<file path="src/rtl/cpu_pkg.sv">
// cpu_pkg: shared flag and condition-code types for the CPU pipeline
package cpu_pkg;
  typedef struct packed {
    logic n;
    logic z;
    logic v;
    logic c;
  } flags_t;
  typedef enum logic [3:0] {
    EQ, NE, HS, LO, MI, PL, VS, VC, HI, LS, GE, LT, GT, LE, AL, NV
  } cond_e;
  localparam int FLAG_N = 3;
  localparam int FLAG_Z = 2;
  localparam int FLAG_V = 1;
  localparam int FLAG_C = 0;
endpackage

</file>
<file path="src/rtl/ex_mem_flag_stage_cond_eval.sv">
// cond_eval: combinational ARM condition check, (cond, flags) -> cond_true
module cond_eval
  import cpu_pkg::*;
(
  input  cond_e  cond,
  input  flags_t flags,
  output logic   cond_true
);
  always_comb begin
    cond_true = 1'b1;
    case (cond)
      EQ: cond_true = flags.z;
      NE: cond_true = !flags.z;
      HS: cond_true = flags.c;
      LO: cond_true = !flags.c;
      MI: cond_true = flags.n;
      PL: cond_true = !flags.n;
      VS: cond_true = flags.v;
      VC: cond_true = !flags.v;
      HI: cond_true = flags.c & !flags.z;
      LS: cond_true = !flags.c | flags.z;
      GE: cond_true = flags.n == flags.v;
      LT: cond_true = flags.n != flags.v;
      GT: cond_true = !flags.z & (flags.n == flags.v);
      LE: cond_true = flags.z | (flags.n != flags.v);
      default: cond_true = 1'b1;
    endcase
  end
endmodule

</file>
<file path="src/rtl/ex_mem_flag_stage.sv">
// ex_mem_flag_stage: EX/MEM pipeline register, NZVC flag register with EX forwarding, and B.cond resolution
module ex_mem_flag_stage
  import cpu_pkg::*;
#(
  parameter int DATA_W = 64,
  parameter int REG_W  = 5
) (
  input  logic              clk,
  input  logic              reset_n,
  input  logic              stall,
  input  logic              flush,
  input  logic              ex_valid,
  input  logic [DATA_W-1:0] ex_result,
  input  logic [3:0]        ex_flags,
  input  logic              ex_set_flags,
  input  logic              ex_cond_branch,
  input  logic [3:0]        ex_cond,
  input  logic [REG_W-1:0]  ex_rd,
  input  logic              ex_reg_write,
  input  logic              ex_mem_read,
  input  logic              ex_mem_write,
  input  logic [DATA_W-1:0] ex_store_data,
  output logic              mem_valid,
  output logic [DATA_W-1:0] mem_result,
  output logic [REG_W-1:0]  mem_rd,
  output logic              mem_reg_write,
  output logic              mem_mem_read,
  output logic              mem_mem_write,
  output logic [DATA_W-1:0] mem_store_data,
  output logic [3:0]        flags_q,
  output logic [3:0]        flags_fwd,
  output logic              branch_taken
);
  logic kill;
  logic flag_we;
  logic cond_true;
  assign kill = flush | !ex_valid;
  assign flag_we = ex_valid & ex_set_flags & !stall & !flush;
  assign flags_fwd = (ex_valid & ex_set_flags) ? ex_flags : flags_q;
  assign branch_taken = ex_valid & ex_cond_branch & cond_true & !flush;
  cond_eval u_cond_eval (
    .cond      (cond_e'(ex_cond)),
    .flags     (flags_t'(flags_fwd)),
    .cond_true (cond_true)
  );
  always_ff @(posedge clk or negedge reset_n)
    if (!reset_n) begin
      mem_valid      <= 1'b0;
      mem_result     <= '0;
      mem_rd         <= '0;
      mem_reg_write  <= 1'b0;
      mem_mem_read   <= 1'b0;
      mem_mem_write  <= 1'b0;
      mem_store_data <= '0;
    end else if (!stall) begin
      mem_valid      <= !kill;
      mem_result     <= ex_valid ? ex_result : '0;
      mem_rd         <= ex_valid ? ex_rd : '0;
      mem_reg_write  <= !kill & ex_reg_write;
      mem_mem_read   <= !kill & ex_mem_read;
      mem_mem_write  <= !kill & ex_mem_write;
      mem_store_data <= ex_valid ? ex_store_data : '0;
    end
  always_ff @(posedge clk or negedge reset_n)
    if (!reset_n) flags_q <= '0;
    else if (flag_we) flags_q <= ex_flags;
endmodule
</file>
<file path="config.mk">
export PLATFORM = sky130hd
export DESIGN_NAME = ex_mem_flag_stage
export DESIGN_NICKNAME = d
export VERILOG_FILES = /design/src/rtl/cpu_pkg.sv /design/src/rtl/ex_mem_flag_stage_cond_eval.sv /design/src/rtl/ex_mem_flag_stage.sv
export SDC_FILE = /design/constraint.sdc
export NUM_CORES = 1
export LEC_CHECK = 0
export ABC_AREA = 1
export BUFFER_PORTS_ARGS = -buffer_cell sky130_fd_sc_hd__buf_4
export CORE_AREA = 2 2 154 156
export CTS_BUF_LIST = sky130_fd_sc_hd__clkbuf_2
export DETAILED_ROUTE_END_ITERATION = 10
export DIE_AREA = 0 0 156 158
export PLACE_DENSITY = 0.49
export SLEW_MARGIN = 10
export SYNTH_ARGS = -nofsm -noshare
export SYNTH_HDL_FRONTEND = slang
export SYNTH_SLANG_ARGS = --single-unit
export TNS_END_PERCENT = 100
</file>
<file path="constraint.sdc">
create_clock -name clk -period 1.3 [get_ports clk]
set_input_delay 0.26 -clock clk [delete_from_list [all_inputs] [get_ports clk]]
set_output_delay 0.26 -clock clk [all_outputs]
set_load 0.02 [all_outputs]
</file>
==> flow_summary.ini, run 1 <==
[logic_synthesis]
yosysWarnings = 0
synth_area_leaders = dfrtp_1, nand2_1, nand3_1
yosysSeqAreaShare_pct = 59.9
yosysTopAreaCell = dfrtp_1
ys_ff_latch = 141
yosysTopAreaCellShare_pct = 59.9
syn-num-nets = 843
async_flop_share_pct = 100
synthesis.instances = 692
syn-cell-area_um2 = 5890
synth_top_flop_cell = dfrtp_1
ys_types = 18
synth-edff-count = 0
avgSynthCellArea_um2 = 8.51

[worst_setup_path]
cp_common_cell = nor2_1
setup.worst_path.end_class = primary output
path_buf_inv = 3
crit_family = simple AND/OR/NAND/NOR gates
cp_slowest_cell = dfrtp_2
critical_path.cell_chain = nand2_4 > nand2_4 > inv_2 > nor2_1 > nor2_1 > nand2_1 > nor2_1 > nand2_1 > nor2_1 > buf_4 > nor2_2 > buf_6
critical_path_class = reg -> out
worstPathArrival_ns = 2.09
critPathMaxFanout = 4
cp_slowest_stage_delay_ns = 0.48
crit_required_ns = 1.04
startpoint_type = register

[floorplanning]
dieArea_um2 = 24600
ios = 297
start_util_pct = 25.6
fp.dieW_um = 156
rows = 56
dieHeight_um = 158
coreArea_um2 = 23100

[layout]
layout-drive-gt1-share_pct = 32.9
num-fill-cells = 2028
finalNetCount = 1419
multiInputGateArea_um2 = 2190
syn_to_final_growth_pct = 108
layout.cells.non_filler = 1574
final_util_pct = 53.2
seqCellArea_um2 = 3530

[placed_design]
placedCellCount = 1260
gp_congestion = 0.794
dpl.hpwl_um = 14000
port_buffers = 296

[outcome]
status = finished, violations left
violations = setup timing

[clock_network]
clkSinkCount = 141
cts_buffer_depth = 2
path_clk_slew_ns = 0.23
cts_root_buf = clkbuf_2
cts-buffers-inserted = 17
h-tree-depth = 4
cts_tree = yes
clkLatencyLatePin_ns = 0.68

[power_and_ir_drop]
power.static_leakage_nw = 6.51
ir_drop_mv = 0.500
p_per_area_nw_per_um2 = 931

[grt]
antenna_found_initial = 1
grt_start_max_net_pins = 79
track_usage_pct = 19.6
grt_pass1_vias = 7267
overflow = 0
grt_pass1_wl_um = 37800

[sta]
fmaxAchievable_mhz = 425
min_period_over_period_pct = 181
fin_tns_setup_ns = -37.32
final_max_slew_viol_count = 0
setup_viol = 173
tightest_slew_ns = 1.02
layout_setup_ws_ns = -1.05
maxSlewHeadroom_pct = 31.9
hold_viol = 0
rsz0062_at_grt = yes
skew_ns = 0
period_needed_ns = 2.35

[routing]
ant_nets = 0
wl_per_cell_um = 15.5
vias_per_cell = 4.46
drt_iter0_markers = 375
routed_wl_um = 24400
drc = 0
dr.pass1.iters = 7
vias = 7027

[hold_path]
hold_path.class = in -> reg

[job]
drv_cap = 0
## metrics by stage
stage / instance area (um2) / setup WS [ns] / total power [W] / hold slack [ns]
4_1_cts: 12000 / -1.15 / 0.0115 / 0.00644
3_3_place_gp: 8690 / -0.447 / 0.00762 / 0.203
2_1_floorplan: 5990 / -0.141 / 0.00618 / -0.0356
3_5_place_dp: 8690 / -0.458 / 0.00761 / 0.205
5_1_grt: 12300 / -1.28 / 0.0121 / -0.000256
6_report: 12300 / -1.05 / 0.0114 / 0.102
## worst paths after layout
kind,start,end,slack [ns],depth (start not counted)
min,stall,mem_store_data[14]$_DFFE_PN0N_,0.10,5
max reg2reg,mem_store_data[6]$_DFFE_PN0N_,mem_store_data[6]$_DFFE_PN0N_,0.06,3
max,flags_q[0]$_DFFE_PN0P_,branch_taken,-1.05,12
min reg2reg,mem_result[9]$_DFFE_PN0N_,mem_result[9]$_DFFE_PN0N_,0.54,2
max in group asynchronous,reset_n,mem_store_data[7]$_DFFE_PN0N_,0.23,4
min in group asynchronous,reset_n,mem_result[10]$_DFFE_PN0N_,0.52,3
## synth_stat cells (2+ instances only)
master,n
nand2_1,304
nand2_2,6
inv_2,3
nand3_1,153
clkbuf_1,26
nor2_1,19
dfrtp_1,141
mux2_4,2
buf_2,15
o21ai_0,3
buf_1,3
inv_1,11
## cell type report
type                            instances  share of cell area [%]
Antenna cell                            3                  0.0612
Clock buffer                           18                   0.734
Clock inverter                         14                    1.27
Inverter                               14                   0.469
Multi-Input combinational cell        491                    17.9
Sequential cell                       141                    28.8
Tap cell                              290                    2.96
Timing Repair Buffer                  603                    47.8
## what timing repair did
action | 4_1_cts | 5_1_grt
hold buffers | 241 | 3
endpoints found under the setup margin | 146 | 175
buffers inserted | 15 | 24
resized for setup | 153 | 17
endpoints found under the hold margin | 282 | 3
pin swaps | 9 | 2
## cell families after synthesis
family	synth area share [%]
simple gates	34.9
flops	59.9
buf+inv	4.33
compound gates	0.340
mux	0.510
## cells in the final DEF (no fill, tap or decap), types with 3 or more instances in the layout
cell	Yosys	layout
nand2_1	304	297
dlygate4sd3_1	0	232
buf_4	1	196
buf_6	1	154
nand3_1	153	150
dfrtp_1	141	137
clkbuf_2	0	18
nor2_1	19	17
dlymetal6s4s_1	0	11
inv_1	11	10
buf_12	0	10
nand2_4	0	7
nand2_2	6	5
inv_6	0	5
dfrtp_2	0	4
diode_2	0	3
nand3_2	0	3
o21ai_0	3	3
clkinvlp_4	0	3
## worst reg2reg max path, delay by kind of cell (launching register included)
kind | cells | cell delay [ns]
buffers and inverters | 1 | 0.57
DFF | 1 | 0.46
and+or+nand+nor | 2 | 0.12
## power breakdown
part	internal [W]	leakage, nW	switching, W	total [W]
sequential	0.00475	1.83	0.000276	0.00502
combinational	0.00202	4.53	0.00165	0.00367
clock	0.000927	0.144	0.00180	0.00273
## state kept, by name (all words and copies together) (netlist names)
signal	cells
mem_mem_read	1
flags_q	4
mem_rd	5
mem_valid	1
mem_mem_write	1
mem_store_data	64
mem_result	64
mem_reg_write	1
## per-layer routing
metal	GRT usage (%)	up-vias	wire, um	share of wire [%]
li1	-	3365	-	-
met1	23.2	3386	9780	40
met2	34.2	247	12400	51
met3	6.60	29	1800	7.4
met4	5.42	0	436	1.8
met5	0	-	0	0
(Power assumes the default switching activity.)
==> inputs of run 2 (changes only) <==
--- a/config.mk
+++ b/config.mk
@@ -5,13 +5,13 @@
 export SDC_FILE = /design/constraint.sdc
 export NUM_CORES = 1
 export LEC_CHECK = 0
-export ABC_AREA = 1
 export BUFFER_PORTS_ARGS = -buffer_cell sky130_fd_sc_hd__buf_4
-export CORE_AREA = 2 2 154 156
+export CORE_AREA = 2 2 152 154
 export CTS_BUF_LIST = sky130_fd_sc_hd__clkbuf_2
 export DETAILED_ROUTE_END_ITERATION = 10
-export DIE_AREA = 0 0 156 158
-export PLACE_DENSITY = 0.49
+export DIE_AREA = 0 0 154 156
+export GPL_ROUTABILITY_DRIVEN = 0
+export PLACE_DENSITY = 0.47
 export SLEW_MARGIN = 10
 export SYNTH_ARGS = -nofsm -noshare
 export SYNTH_HDL_FRONTEND = slang
==> constraint.sdc (replaced) <==
create_clock -name clk -period 2.6 [get_ports clk]
set_input_delay 0.52 -clock clk [delete_from_list [all_inputs] [get_ports clk]]
set_output_delay 0.52 -clock clk [all_outputs]
set_load 0.02 [all_outputs]
==> flow_summary.ini, run 2 <==
[placed_design]
dpl.hpwl_um = 12600
dp_slack_ns = -0.127
port_buffers = 296
placedCellCount = 1178

[sta]
min_period_over_period_pct = 120
maxSlewHeadroom_pct = 49.2
skew_ns = 0
final_max_slew_viol_count = 0
fmaxAchievable_mhz = 321
rsz0062_at_grt = yes
period_needed_ns = 3.11
setup_viol = 1
layout_setup_ws_ns = -0.512
hold_viol = 0
tightest_slew_ns = 0.762

[clock_network]
cts_tree = yes
cts_buffer_depth = 2
path_clk_slew_ns = 0.20
h-tree-depth = 4
cts_root_buf = clkbuf_2
clkLatencyLatePin_ns = 0.65
clkSinkCount = 141
cts-buffers-inserted = 17

[grt]
overflow = 0
grt_start_max_net_pins = 141
grt_pass1_vias = 5666
grt_pass1_wl_um = 30200
antenna_found_initial = 2
track_usage_pct = 15.8

[worst_setup_path]
crit_required_ns = 2.08
worstPathArrival_ns = 2.59
r2r_end = flags_q[3]$_DFFE_PN0P_
worst-r2r-setup-slack_ns = 1.64
r2r_cells = 2
regToRegStartpoint = flags_q[3]$_DFFE_PN0P_
startpoint_type = register
critical_path_class = reg -> out
setup.worst_path.end_class = primary output
critPathMaxFanout = 4

[logic_synthesis]
yosysWarnings = 0
synthesis.instances = 631
syn-num-nets = 782
avgSynthCellArea_um2 = 9.08
yosysMostFrequentCell = nand2_1
yosysTopAreaCell = dfrtp_1
async_flop_share_pct = 100
yosysSeqAreaShare_pct = 61.6
syn-cell-area_um2 = 5730
yosys-top-cells-count = nand2_1, dfrtp_1, o21ai_0, clkbuf_1, o21ai_1
yosysTopAreaCellShare_pct = 61.6
synth_area_leaders = dfrtp_1, nand2_1, o21ai_0
synth-edff-count = 0
ys_types = 23
ys_ff_latch = 141
synth_top_flop_cell = dfrtp_1

[floorplanning]
ios = 297
start_util_pct = 25.6
dieArea_um2 = 24000
rows = 55
dieHeight_um = 156
coreArea_um2 = 22400
fp.dieW_um = 154

[layout]
syn_to_final_growth_pct = 73.8
finalNetCount = 1202
final_common_cell = buf_4
layout-drive-gt1-share_pct = 32.8
largestRegisters = mem_result x64, mem_store_data x64, mem_rd x5
final_cell_mix = buf_4, nand2_1, dfrtp_1
layout.cells.non_filler = 1351

[job]
drv_cap = 0

[routing]
drt_iter0_markers = 294
wl_per_cell_um = 14.1
ant_nets = 0
vias_per_cell = 4.20
dr.pass1.iters = 4
drc = 0
vias = 5668
routed_wl_um = 19100

[outcome]
violations = setup timing
status = finished, violations left

[power_and_ir_drop]
power.static_leakage_nw = 4.94
ir_drop_mv = 0.220
p_per_area_nw_per_um2 = 527

[hold_path]
hold_path.class = in -> reg
hold_end = mem_store_data[53]$_DFFE_PN0N_
hold-path-cell-count = 3
hold_start = ex_store_data[53]
==> run 2: how the worst max path moves through the flow <==
| stage | cells past startpoint | endpoint | from | slack, ns |
|---|---|---|---|---|
| finish | 6 | branch_taken | flags_q[1]$_DFFE_PN0P_ | -0.51 |
| global route | 6 | branch_taken | flags_q[1]$_DFFE_PN0P_ | -0.73 |
| CTS | 6 | branch_taken | flags_q[1]$_DFFE_PN0P_ | -0.65 |
| detailed placement | 7 | branch_taken | ex_flags[3] | -0.13 |
| global placement | 7 | branch_taken | ex_flags[3] | -0.13 |
| floorplan | 6 | branch_taken | ex_valid | 0.007 |
==> run 2: final cells by class <==
class | count | area [um2]
diodes | 2 | 5.00
repair buffers | 448 | 3770
well taps | 285 | 357
inverters | 3 | 11.3
clock inverters | 12 | 160
clock buffers | 20 | 100
flip-flops and latches | 141 | 3530
fillers | 2242 | 12400
multi-input cells | 440 | 2030
==> run 2: through the flow <==
step	power, W	hold WS, ns	util [%]	setup TNS [ns]	area, um2
final	0.00525	0.111	44.5	-0.512	9960
after global routing	0.00556	0.00444	44.5	-0.733	9960
after CTS	0.00536	0.0000657	44.3	-0.648	9920
after detailed placement	0.00369	0.474	37.1	-0.127	8300
after global placement	0.00369	0.469	37.1	-0.129	8300
after floorplan	0.00303	0.224	-	0	5740
==> run 2: worst max-delay path, cell delays in order, from the launching register on <==
cell and delay, ns:
dfrtp_1 0.47, buf_6 0.14, mux4_2 0.48, xor2_1 0.16, a22o_1 0.19, o311a_4 0.38, buf_6 0.13
==> run 2: cells by family (layout without fill, tap and decap cells) <==
| group | Yosys count | count (layout) | share of synthesized area [%] |
|---|---|---|---|
| other | 0 | 2 | 0 |
| muxes | 11 | 11 | 2.73 |
| DFF | 141 | 141 | 61.6 |
| buffers and inverters | 50 | 483 | 3.36 |
| xor gates and xnor gates | 5 | 5 | 0.764 |
| and+or+nand+nor | 281 | 281 | 18.7 |
| AOI/OAI and AO/OA | 143 | 143 | 12.9 |
==> run 2: layer usage <==
layer  track usage, %  share of wire, %
met2             26.8                50
met4             4.85               1.4
met5                0                 0
met3             4.36               5.3
met1             19.7                43
==> run 2: what timing repair did <==
item	CTS	global route
setup buffers	2	0
hold buffers	134	3
endpoints found under the hold margin	179	3
pin swaps	5	2
endpoints found under the setup margin	1	1
resized for setup	1	2
==> run 2: report_power, final <==
group	switching, W	total, W	internal [W]
registers	0.000103	0.00247	0.00237
logic	0.000679	0.00135	0.000672
clock network	0.000864	0.00142	0.000558
==> inputs of run 3 (changes only) <==
==> constraint.sdc (replaced) <==
create_clock -name clk -period 2.6 [get_ports clk]
set_input_delay 0.52 -clock clk [delete_from_list [all_inputs] [get_ports clk]]
set_output_delay 0.52 -clock clk [all_outputs]
set_load 0.01 [all_outputs]
==> flow_summary.ini, run 3 (synthesis gave the netlist of run 2 again) <==
[outcome]
status = finished, violations left
violations = setup timing

[routing]
routed_wl_um = 19000
dr.pass1.iters = 4
drc = 0
ant_nets = 0
vias = 5698
wl_per_cell_um = 14.0
drt_iter0_markers = 318
vias_per_cell = 4.21

[floorplanning]
fp.dieW_um = 154
coreArea_um2 = 22400
dieHeight_um = 156
rows = 55
dieArea_um2 = 24000
start_util_pct = 25.6
ios = 297

[layout]
finalNetCount = 1205
layout.cells.non_filler = 1355
num-fill-cells = 2187
syn_to_final_growth_pct = 74.0
largestRegisters = mem_result x64, mem_store_data x64, mem_rd x5
final_cell_mix = buf_4, nand2_1, dfrtp_1
layout-drive-gt1-share_pct = 33.0
final_common_cell = buf_4

[grt]
busiest_layer = met2
grt_start_max_net_pins = 98
grt_pass1_vias = 5734
use_met3_pct = 5.08
use_met1_pct = 19.9
antenna_found_initial = 2
grt_pass1_wl_um = 30100
track_usage_pct = 15.6
grt.met2_usage_pct = 25.6
overflow = 0

[sta]
fmaxAchievable_mhz = 319
final_max_slew_viol_count = 0
skew_ns = 0
layout_setup_ws_ns = -0.531
period_needed_ns = 3.13
min_period_over_period_pct = 120
rsz0062_at_grt = yes
hold_viol = 0
tightest_slew_ns = 1.06
maxSlewHeadroom_pct = 29.1
setup_viol = 1

[clock_network]
path_clk_slew_ns = 0.22
cts_root_buf = clkbuf_2
h-tree-depth = 4
clkSinkCount = 141
cts_tree = yes
cts_buffer_depth = 2
clkLatencyLatePin_ns = 0.66
cts-buffers-inserted = 17

[placed_design]
placedCellCount = 1182
dp_slack_ns = -0.0680
dpl.hpwl_um = 12700
port_buffers = 296

[worst_setup_path]
regToRegStartpoint = flags_q[3]$_DFFE_PN0P_
crit_required_ns = 2.08
critical_path.cell_chain = buf_4 > mux4_2 > xor2_1 > a22o_1 > o311a_1 > buf_6
startpoint_type = register
worstPathArrival_ns = 2.61
r2r_end = flags_q[3]$_DFFE_PN0P_
r2r_cells = 2
worst-r2r-setup-slack_ns = 1.62
critical_path_class = reg -> out
critPathMaxFanout = 4
cp_slowest_cell = mux4_2
setup.worst_path.end_class = primary output
cp_slowest_stage_delay_ns = 0.47

[hold_path]
hold-path-cell-count = 3
hold_path.class = in -> reg
hold_end = mem_result[21]$_DFFE_PN0N_
hold_start = ex_result[21]

[power_and_ir_drop]
ir_drop_mv = 0.227
power.total_w = 0.00509
p_per_area_nw_per_um2 = 510
power.static_leakage_nw = 4.96

[job]
drv_cap = 0
[run 3: cell count changes in the layout (fill, tap and decap cells not counted), sizes merged]
cell    change
inv         -1
clkinv      +2
buf         +3
diode       +1
clkbuf      -1
[run 3: critical path, delay by kind of cell, from the launching register on]
kind | cells | cell delay [ns]
compound gates | 2 | 0.57
flops | 1 | 0.46
buf+inv | 2 | 0.29
mux | 1 | 0.47
xor+xnor | 1 | 0.15
[run 3: worst max-delay path by stage]
stage / start / to / depth (start not counted)
2_1_floorplan: ex_valid / branch_taken / 6
3_3_place_gp: ex_flags[3] / branch_taken / 7
3_5_place_dp: ex_flags[3] / branch_taken / 7
4_1_cts: flags_q[1]$_DFFE_PN0P_ / branch_taken / 6
5_1_grt: flags_q[3]$_DFFE_PN0P_ / branch_taken / 6
6_report: flags_q[3]$_DFFE_PN0P_ / branch_taken / 6
[run 3: timing repair]
action | in CTS | in global routing
resized for setup | 1 | 2
hold buffers | 136 | 1
hold endpoints to repair | 191 | 1
pin swaps | 4 | 2
setup endpoints to repair | 1 | 1
buffers inserted | 1 | 0
[run 3: per-stage QoR]
step	hold WS [ns]	instance area [um2]	TNS (ns)	utilization (%)
finish	0.114	9970	-0.531	44.6
global route	0.00882	9970	-0.712	44.6
CTS	0.00225	9950	-0.649	44.5
detailed placement	0.474	8310	-0.0680	37.2
global placement	0.466	8310	-0.0728	37.2
floorplan	0.224	5730	0	-
[run 3: final cells by class]
class	count	area [um2]	area share, %
multi-input cells	440	2020	20.2
well taps	285	357	3.58
flip-flops and latches	141	3530	35.4
clock inverters	13	165	1.66
diodes	3	7.51	0.0753
clock buffers	19	95.1	0.953
repair buffers	451	3790	38.0
inverters	3	11.3	0.113
[run 3: power by group]
part / switching (W) / internal [W]
Sequential: 0.000105 / 0.00237
Clock: 0.000865 / 0.000551
Combinational: 0.000531 / 0.000663
[run 3: metal layers]
layer  wire, um  vias up
met3       1230       19
li1           -     2882
met2       9010      196
met4        279        0
met5          0        -
met1       8480     2601
